### src/rtl/mul_div_sequencer.sv
// mul_div_sequencer: multi-cycle radix-2 multiply/divide unit.
// Signed operations run on magnitudes. The sign fix is applied on the last
// iteration edge, so hi/lo and done are registered and valid during FIX.
module mul_div_sequencer #(
    parameter int WIDTH = 32
) (
    input  logic             clk,
    input  logic             reset,
    input  logic             start,
    input  logic [1:0]       op,
    input  logic [WIDTH-1:0] src_a,
    input  logic [WIDTH-1:0] src_b,
    input  logic             flush,
    output logic             busy,
    output logic             done,
    output logic [WIDTH-1:0] hi,
    output logic [WIDTH-1:0] lo
);

    localparam int CW = $clog2(WIDTH) + 1;

    typedef enum logic [1:0] {
        IDLE = 2'd0,
        RUN  = 2'd1,
        FIX  = 2'd2,
        DIVZ = 2'd3
    } state_t;

    state_t           state;
    logic [CW-1:0]    count;
    logic             is_div;
    logic             neg_q;      // product or quotient gets negated
    logic             neg_r;      // remainder gets negated (dividend sign)
    logic [WIDTH-1:0] acc;        // product upper half / partial remainder
    logic [WIDTH-1:0] q;          // multiplier bits / dividend-quotient bits
    logic [WIDTH-1:0] opnd;       // multiplicand or divisor magnitude

    logic             a_neg;
    logic             b_neg;
    logic [WIDTH-1:0] a_mag;
    logic [WIDTH-1:0] b_mag;

    logic [WIDTH:0]     mult_sum;
    logic [WIDTH:0]     div_shift;
    logic               div_ge;
    logic [WIDTH-1:0]   div_diff;
    logic [WIDTH-1:0]   iter_acc;
    logic [WIDTH-1:0]   iter_q;
    logic [2*WIDTH-1:0] prod_mag;
    logic [2*WIDTH-1:0] prod_fix;
    logic [WIDTH-1:0]   quot_fix;
    logic [WIDTH-1:0]   rem_fix;

    assign busy = (state != IDLE);

    // Operand sign detection and magnitudes; the unsigned ops (op[0]=1) never negate
    always_comb begin
        a_neg = ~op[0] & src_a[WIDTH-1];
        b_neg = ~op[0] & src_b[WIDTH-1];
        a_mag = a_neg ? (~src_a + 1'b1) : src_a;
        b_mag = b_neg ? (~src_b + 1'b1) : src_b;
    end

    // One datapath iteration plus the sign-corrected final results
    always_comb begin
        mult_sum  = {1'b0, acc} + (q[0] ? {1'b0, opnd} : {(WIDTH+1){1'b0}});
        div_shift = {acc, q[WIDTH-1]};
        div_ge    = (div_shift >= {1'b0, opnd});
        // The true difference is below the divisor, so it fits in WIDTH bits
        div_diff  = div_shift[WIDTH-1:0] - opnd;
        if (is_div) begin
            iter_acc = div_ge ? div_diff : div_shift[WIDTH-1:0];
            iter_q   = {q[WIDTH-2:0], div_ge};
        end else begin
            iter_acc = mult_sum[WIDTH:1];
            iter_q   = {mult_sum[0], q[WIDTH-1:1]};
        end
        prod_mag = {iter_acc, iter_q};
        prod_fix = neg_q ? (~prod_mag + 1'b1) : prod_mag;
        quot_fix = neg_q ? (~iter_q + 1'b1) : iter_q;
        rem_fix  = neg_r ? (~iter_acc + 1'b1) : iter_acc;
    end

    // Control FSM with registered datapath state and outputs
    always_ff @(posedge clk) begin
        if (reset) begin
            state  <= IDLE;
            count  <= '0;
            is_div <= 1'b0;
            neg_q  <= 1'b0;
            neg_r  <= 1'b0;
            acc    <= '0;
            q      <= '0;
            opnd   <= '0;
            done   <= 1'b0;
            hi     <= '0;
            lo     <= '0;
        end else begin
            done <= 1'b0;
            case (state)
                IDLE: begin
                    if (start && !flush) begin
                        is_div <= op[1];
                        neg_q  <= a_neg ^ b_neg;
                        neg_r  <= a_neg;
                        acc    <= '0;
                        count  <= '0;
                        opnd   <= op[1] ? b_mag : a_mag;
                        q      <= op[1] ? a_mag : b_mag;
                        if (op[1] && (src_b == '0)) begin
                            state <= DIVZ;
                            lo    <= '1;
                            hi    <= src_a;
                            done  <= 1'b1;
                        end else begin
                            state <= RUN;
                        end
                    end
                end
                RUN: begin
                    if (flush) begin
                        state <= IDLE;
                    end else begin
                        acc   <= iter_acc;
                        q     <= iter_q;
                        count <= count + 1'b1;
                        if (count == CW'(WIDTH - 1)) begin
                            state <= FIX;
                            done  <= 1'b1;
                            if (is_div) begin
                                hi <= rem_fix;
                                lo <= quot_fix;
                            end else begin
                                hi <= prod_fix[2*WIDTH-1:WIDTH];
                                lo <= prod_fix[WIDTH-1:0];
                            end
                        end
                    end
                end
                default: begin
                    // FIX and DIVZ: writeback already committed, return to idle
                    state <= IDLE;
                end
            endcase
        end
    end

endmodule

### config.mk
export PLATFORM = sky130hd
export DESIGN_NAME = mul_div_sequencer
export DESIGN_NICKNAME = d
export VERILOG_FILES = /design/src/rtl/mul_div_sequencer.sv
export SDC_FILE = /design/constraint.sdc
export NUM_CORES = 1
export LEC_CHECK = 0
export ABC_AREA = 1
export CORE_ASPECT_RATIO = 1.75
export CORE_MARGIN = 5
export CORE_UTILIZATION = 35
export CTS_CLUSTER_SIZE = 14
export DETAILED_ROUTE_END_ITERATION = 16
export MAX_ROUTING_LAYER = met4
export PLACE_DENSITY_LB_ADDON = 0.05
export SLEW_MARGIN = 40
export SYNTH_ARGS = -nofsm -noshare
export SYNTH_HDL_FRONTEND = slang
export SYNTH_SLANG_ARGS = --single-unit
### constraint.sdc
create_clock -name clk -period 4.7 [get_ports clk]
set_clock_uncertainty 0.15 [all_clocks]
set_input_delay 0.94 -clock clk [delete_from_list [all_inputs] [get_ports clk]]
set_output_delay 0.94 -clock clk [all_outputs]
set_load 0.05 [all_outputs]
; Yosys cells after proc, flatten, opt, wreduce, memory -nomap -nowiden
; Index checks and enable logic that the tools add are counted.
[totals]
ff_bits = 172
latch_bits = 0
mem_bits_rw = 0
mem_bits_ro = 0
inputBits = 70
output_inout_bits = 66
wordCells = 89
n_memories = 0
[op_classes]
addsub = 8
mul = 0
div = 0
n_lt_le_gt_ge = 1
eq_ne = 7
shifts = 0
muxes = 42
n_bitwise = 9
reduce_logical = 11
[op_table]
columns = cell, n
row1 = 2-to-1 mux 32 bit, 24
row2 = case mux 32 bit (2 select lines), 4
row3 = adder 32 x 1 -> 32 bit (second input constant), 4
row4 = NOT 32 bit, 4
row5 = adder 64 x 1 -> 64 bit (second input constant), 1
row6 = 2-to-1 mux 64 bit, 1
row7 = NOT 64 bit, 1
row8 = adder 32 x 32 -> 33 bit, 1
row9 = greater-or-equal comparator 33 x 32 -> 1 bit, 1
row10 = zero test 32 bit, 1
row11 = subtractor 32 bit, 1
row12 = 2-to-1 mux 6 bit, 2
row13 = case mux 6 bit (2 select lines), 1
row14 = 2-to-1 mux 2 bit, 4
row15 = inequality test 2 bit (second input constant), 4
row16 = adder 6 x 1 -> 6 bit (second input constant), 1
row17 = == test 6 x 5 -> 1 bit (second input constant), 1
row18 = AND reduction 5 bit, 1
row19 = 2-to-1 mux 1 bit, 4
row20 = case mux 2 bit (2 select lines), 1
row21 = AND reduction 2 bit, 2
row22 = nonzero test 2 bit, 2
row23 = inequality test 3 bit (second input constant), 1
row24 = AND reduction 3 bit, 1
row25 = other kinds (8), 10

; Depth between registers and ports, before layout
[logic_depth]
word_depth = 10
ltp_mapped = 33
ltp_nobuf = 32

; Least setup slack after synthesis
; OpenSTA, ideal clock, no wires.
[synth_timing]
path_type = register -> register
start = reg opnd[28]
end = reg hi[24]
t_arrival_ns = 3.551
path_slack_ns = 0.867
path_stages_with_launch = 31
n_path_buf = 1
period_less_slack_ns = 3.833
cell_sequence = dfxtp_1 -> inv_1 -> ha_1 -> nand2_1 -> clkinv_1 -> nand2_1 -> nand2_1 -> a21oi_2 -> nand2_2 -> nor2_4 -> nand2_4 -> buf_6 -> o21ai_4 -> ha_1 -> nand3_1 -> nor2_1 -> nand2_1 -> nor2_2 -> nand3_1 -> nor2_2 -> nand4_1 -> nor2_2 -> nand4_2 -> nor2_2 -> nand3_1 -> a21oi_2 -> o21ai_1 -> nand3_1 -> nand3_1 -> nand2_1 -> a21oi_1
[synth_via]
elab_chain_len = 10
[synth_rtl]
columns = item, line
row1 = from (decl), 36  ; logic [WIDTH-1:0] opnd;
row2 = from (signal assigned), 108  ; opnd <= op[1] ? b_mag : a_mag;
row3 = greater-or-equal comparator 33 x 32 -> 1 bit (*), 68  ; div_ge = (div_shift >= {1'b0, opnd});
row4 = 2-to-1 mux 32 bit, 72  ; iter_acc = div_ge ? div_diff : div_shift[WIDTH-1:0];
row5 = 2-to-1 mux 32 bit, 71  ; if (is_div) begin
row6 = NOT 64 bit / NOT 32 bit (equally long branches), "79, 81"
row7 = adder 64 x 1 -> 64 bit / adder 32 x 1 -> 32 bit (equally long branches), "79, 81"
row8 = 2-to-1 mux 64 bit / 2-to-1 mux 32 bit (equally long branches), "79, 81"
row9 = 2-to-1 mux 32 bit (*), 130  ; if (is_div) begin
row10 = 2-to-1 mux 32 bit (*), 127  ; if (count == CW'(WIDTH - 1)) begin
row11 = 2-to-1 mux 32 bit (*), 121  ; if (flush) begin
row12 = case mux 32 bit (2 select lines) (*), 100  ; case (state)
row13 = to (signal assigned), 113  ; hi <= src_a;
row14 = to (signal assigned), 131  ; hi <= rem_fix;
row15 = to (signal assigned), 134  ; hi <= prod_fix[2*WIDTH-1:WIDTH];
row16 = to (decl), 16  ; output logic [WIDTH-1:0] hi,
; Mark *: on every way between the ends. The rest lies on a longest branch, timed or not. The select of a mux whose other input is x is not followed.
; A chain may end at the register's enable or synchronous reset.

; Final worst setup path
[layout_timing]
start = reg opnd[2]
end = reg hi[10]
[layout_via]
elab_chain_len = 10
[layout_rtl]
columns = item, line
row1 = "2-to-1 mux 32 bit, or another cell as far along", 66  ; mult_sum = {1'b0, acc} + (q[0] ? {1'b0, opnd} : {(WIDTH+1){1'b0}});
row2 = adder 32 x 32 -> 33 bit / 2-to-1 mux 32 bit (equally long branches), "66, 72"
row3 = 2-to-1 mux 32 bit, 71
row4 = NOT 64 bit / NOT 32 bit (equally long branches), "79, 81"
row5 = adder 64 x 1 -> 64 bit / adder 32 x 1 -> 32 bit (equally long branches), "79, 81"
row6 = 2-to-1 mux 64 bit / 2-to-1 mux 32 bit (equally long branches), "79, 81"
row7 = 2-to-1 mux 32 bit (*), 130
row8 = 2-to-1 mux 32 bit (*), 127
row9 = 2-to-1 mux 32 bit (*), 121
row10 = case mux 32 bit (2 select lines) (*), 100
; Marked as above.

==> impl_metrics.ini <==
[worst_setup_path]
crit_buf_inv = 3
worstSetupPathType = reg2reg
cp_slowest_cell = ha_1
cpMostUsedCell = nand2_1
crit_family = simple AND/OR/NAND/NOR gates
critPathMaxStageDelay_ps = 410
worst-endpoint-arrival_ps = 4650
worstSetupStartpointType = flip-flop
end_kind = flip-flop
path_cells = inv_1 > ha_1 > nand2_1 > nor2_1 > nand2_1 > nor2_1 > nand2_2 > nand2_2 > nor2_4 > buf_4 > nand4_1 > nand2_1 > nor2_1 > ha_1 > buf_4 > nand3_1 > nor2_1 > o21ai_1 > a21oi_1 > xor2_2 > nand2_1 > nand2_1 > a21oi_1
crit_path_max_fanout = 12
cp.required_ps = 4860

[finish]
final_util_pct = 42.8
syn_to_final_growth_pct = 21.6
fin_area_sq_mm = 0.0220
nets = 3569
drive_gt1_share_pct = 11.5
fill_cells = 5708

[detailed_routing]
drtPass1Iterations = 6
finalWirelength_um = 106000
drtIter0Drc = 1856
num_vias = 22487
via_per_inst = 5.46
wl_per_cell_um = 25.7
ant_nets = 0
drc_errors = 0

[power_and_ir_drop]
powerDensity_mw_per_mm2 = 238
pwr-share-comb_pct = 41.7
vdd.ir_drop.worst_mv = 0.210
p_int_uw = 2870
p_clk_share_pct = 28.9
power.switching_uw = 2360
power.leakage_uw = 0.0107
switching_share_pct = 45.2
total_power_uw = 5230
p_seq_share_pct = 29.4

[sta]
setup_viol = 0
hold_ws_ps = 316
period_needed_ps = 4480
worst_pin_slew_ps = 981
hold_viol = 0
slew_headroom_pct = 34.3
fmax_mhz = 223
period_share_pct = 95.4
drv_slew = 0

[logic_synthesis]
synth.distinct_cells = 58
synth_ff_type = dfxtp_1
synthArstFlopShare_pct = 0
yosysSeqAreaShare_pct = 19.1
syn_inst = 3196
synth.ff_latch_count = 172
synth_enable_flop_cells = 0
synth_area_per_cell_sq_um = 5.65
synth_area_sq_mm = 0.0181
ys_warn_count = 0
synthesis.nets = 3337

[cts]
cts-root-buf = clkbuf_16
cts.sinks = 172
worstSkewPairLatency_ps = 480
clkSlewWorstSetupHoldPaths_ps = 80
post_cts_resized = 0
holdBufCountCts = 0
clock_path_buffers = 2
postCtsSetupBuffers = 0
cts_buffers = 17
htree_levels = 4
cts_tree = built

[job]
max-cap-violations = 0

[floorplanning]
die_h_um = 311
die_w_um = 182
start_util_pct = 35.2
rows = 110
die_area_sq_mm = 0.0564
ioPinCount = 136
core_area_sq_mm = 0.0513

[placement]
gp_congestion = 1.04
dp_hpwl_um = 87000
place_area_sq_mm = 0.0213
port_buffers = 135

[global_routing]
use_met2_pct = 65.6
antenna_found_initial = 2
use_met3_pct = 3.23
grt_use_met1_pct = 35.6
grt_max_degree = 86
grt-ovfl-total = 0
grt_most_used_layer = met2
grt_pass1_vias = 22034
grt_pass1_wl_um = 150000
grt_use_total_pct = 37.1

[min_path]
hold_path_class = reg2reg

[status]
status = finished, final reports clean
==> through the flow <==
| step | std cells | TNS, ps | setup WS [ps] |
|---|---|---|---|
| final | 4116 | 0 | 218 |
| after global routing | 4115 | -98.7 | -50.7 |
| after CTS | 4113 | 0 | 75.3 |
| after detailed placement | 4081 | 0 | 114 |
| after global placement | 4081 | 0 | 103 |
| after floorplan | 3196 | 0 | 867 |
==> cells in the mapped netlist (4+ instances only) <==
library cell / instances / area, sq um
a211o_1: 4 / 35.0
a21oi_1: 198 / 991
a21oi_2: 7 / 61.3
a22oi_1: 9 / 67.6
a31oi_1: 18 / 113
and2_1: 8 / 50.1
buf_1: 11 / 41.3
buf_2: 14 / 70.1
buf_4: 8 / 60.1
buf_6: 6 / 67.6
clkbuf_1: 83 / 312
clkinv_1: 5 / 18.8
dfxtp_1: 172 / 3440
ha_1: 69 / 863
inv_1: 420 / 1580
inv_2: 16 / 60.1
nand2_1: 1061 / 3980
nand2_2: 27 / 169
nand3_1: 217 / 1090
nand3_2: 16 / 160
nand3_4: 4 / 70.1
nand3b_1: 12 / 90.1
nand4_1: 37 / 231
nand4_4: 5 / 106
nor2_1: 304 / 1140
nor2_2: 26 / 163
nor2_4: 9 / 101
nor3_1: 31 / 155
nor4_1: 8 / 50.1
o211ai_1: 33 / 248
o21ai_0: 148 / 741
o21ai_1: 26 / 130
o21bai_1: 5 / 37.5
o221ai_1: 13 / 114
o22ai_1: 8 / 50.1
o31ai_1: 10 / 75.1
or2_2: 11 / 68.8
xnor2_1: 28 / 245
xor2_1: 76 / 666
==> final timing paths <==
| kind | slack, ps | from | end | cells after the start |
|---|---|---|---|---|
| min | 320 | lo[25]$_SDFFE_PP0P_ | lo[25]$_SDFFE_PP0P_ | 2 |
| min reg2reg | 320 | lo[25]$_SDFFE_PP0P_ | lo[25]$_SDFFE_PP0P_ | 2 |
| max reg2reg | 220 | opnd[2]$_SDFFE_PP0P_ | hi[10]$_SDFFE_PP0P_ | 23 |
| max | 220 | opnd[2]$_SDFFE_PP0P_ | hi[10]$_SDFFE_PP0P_ | 23 |
==> layer usage <==
| layer | wire, um | vias up | part of all wire [%] |
|---|---|---|---|
| li1 | - | 10671 | - |
| met1 | 35100 | 10519 | 33 |
| met2 | 53800 | 951 | 51 |
| met3 | 4620 | 346 | 4.4 |
| met4 | 12300 | 0 | 12 |
| met5 | 0 | - | 0 |
==> tightest hold or removal path, delay by kind of cell, from the launching register on <==
| family | cells | cell delay [ps] |
|---|---|---|
| simple gates | 1 | 60 |
| flops | 1 | 310 |
| compound gates | 1 | 50 |
==> layout by cell type, fill, tap and decap left out, types with 27 or more instances in the layout <==
cell type,count
nor2_1,298
dfxtp_1,169
o211ai_1,33
nand2_2,27
o21ai_1,27
nand3_1,214
a21oi_1,197
o21ai_0,146
nor2_2,27
nor3_1,30
xor2_1,71
ha_1,65
clkdlybuf4s50_1,134
xnor2_1,28
nand2_1,1061
inv_1,419
buf_4,197
nand4_1,37
==> kinds of logic after synthesis <==
group	count (synthesis)	synth area share, %
AOI/OAI and AO/OA	497	15.6
buffers and inverters	565	12.4
and+or+nand+nor	1787	42.8
adders and majority gates	71	5.00
xor gates and xnor gates	104	5.04
DFF	172	19.1
==> power by group through the flow <==
| stage | Combinational, uW | Sequential, uW | Clock [uW] |
|---|---|---|---|
| after floorplan | 1210 | 1550 | 0 |
| after global placement | 2120 | 1570 | 0 |
| after detailed placement | 2110 | 1570 | 0 |
| after CTS | 2120 | 1530 | 1510 |
| after global routing | 2310 | 1540 | 1570 |
| final | 2180 | 1540 | 1510 |
==> area by class of cell <==
class | instances | area [sq um] | share of cell area, %
Clock inverter | 13 | 124 | 0.564
Timing Repair Buffer | 337 | 2910 | 13.3
Sequential cell | 172 | 3450 | 15.7
Tap cell | 672 | 841 | 3.83
Clock buffer | 19 | 443 | 2.02
Inverter | 441 | 1660 | 7.54
Multi-Input combinational cell | 2459 | 12500 | 57.0
Antenna cell | 3 | 7.51 | 0.0342
==> registers in the layout, summed over array words and instances, names as in the netlist, 2 cells and up <==
signal,cells
state,2
lo,32
hi,32
acc,32
opnd,32
q,32
count,6
No activity file was read; power rests on OpenSTA's default activity.
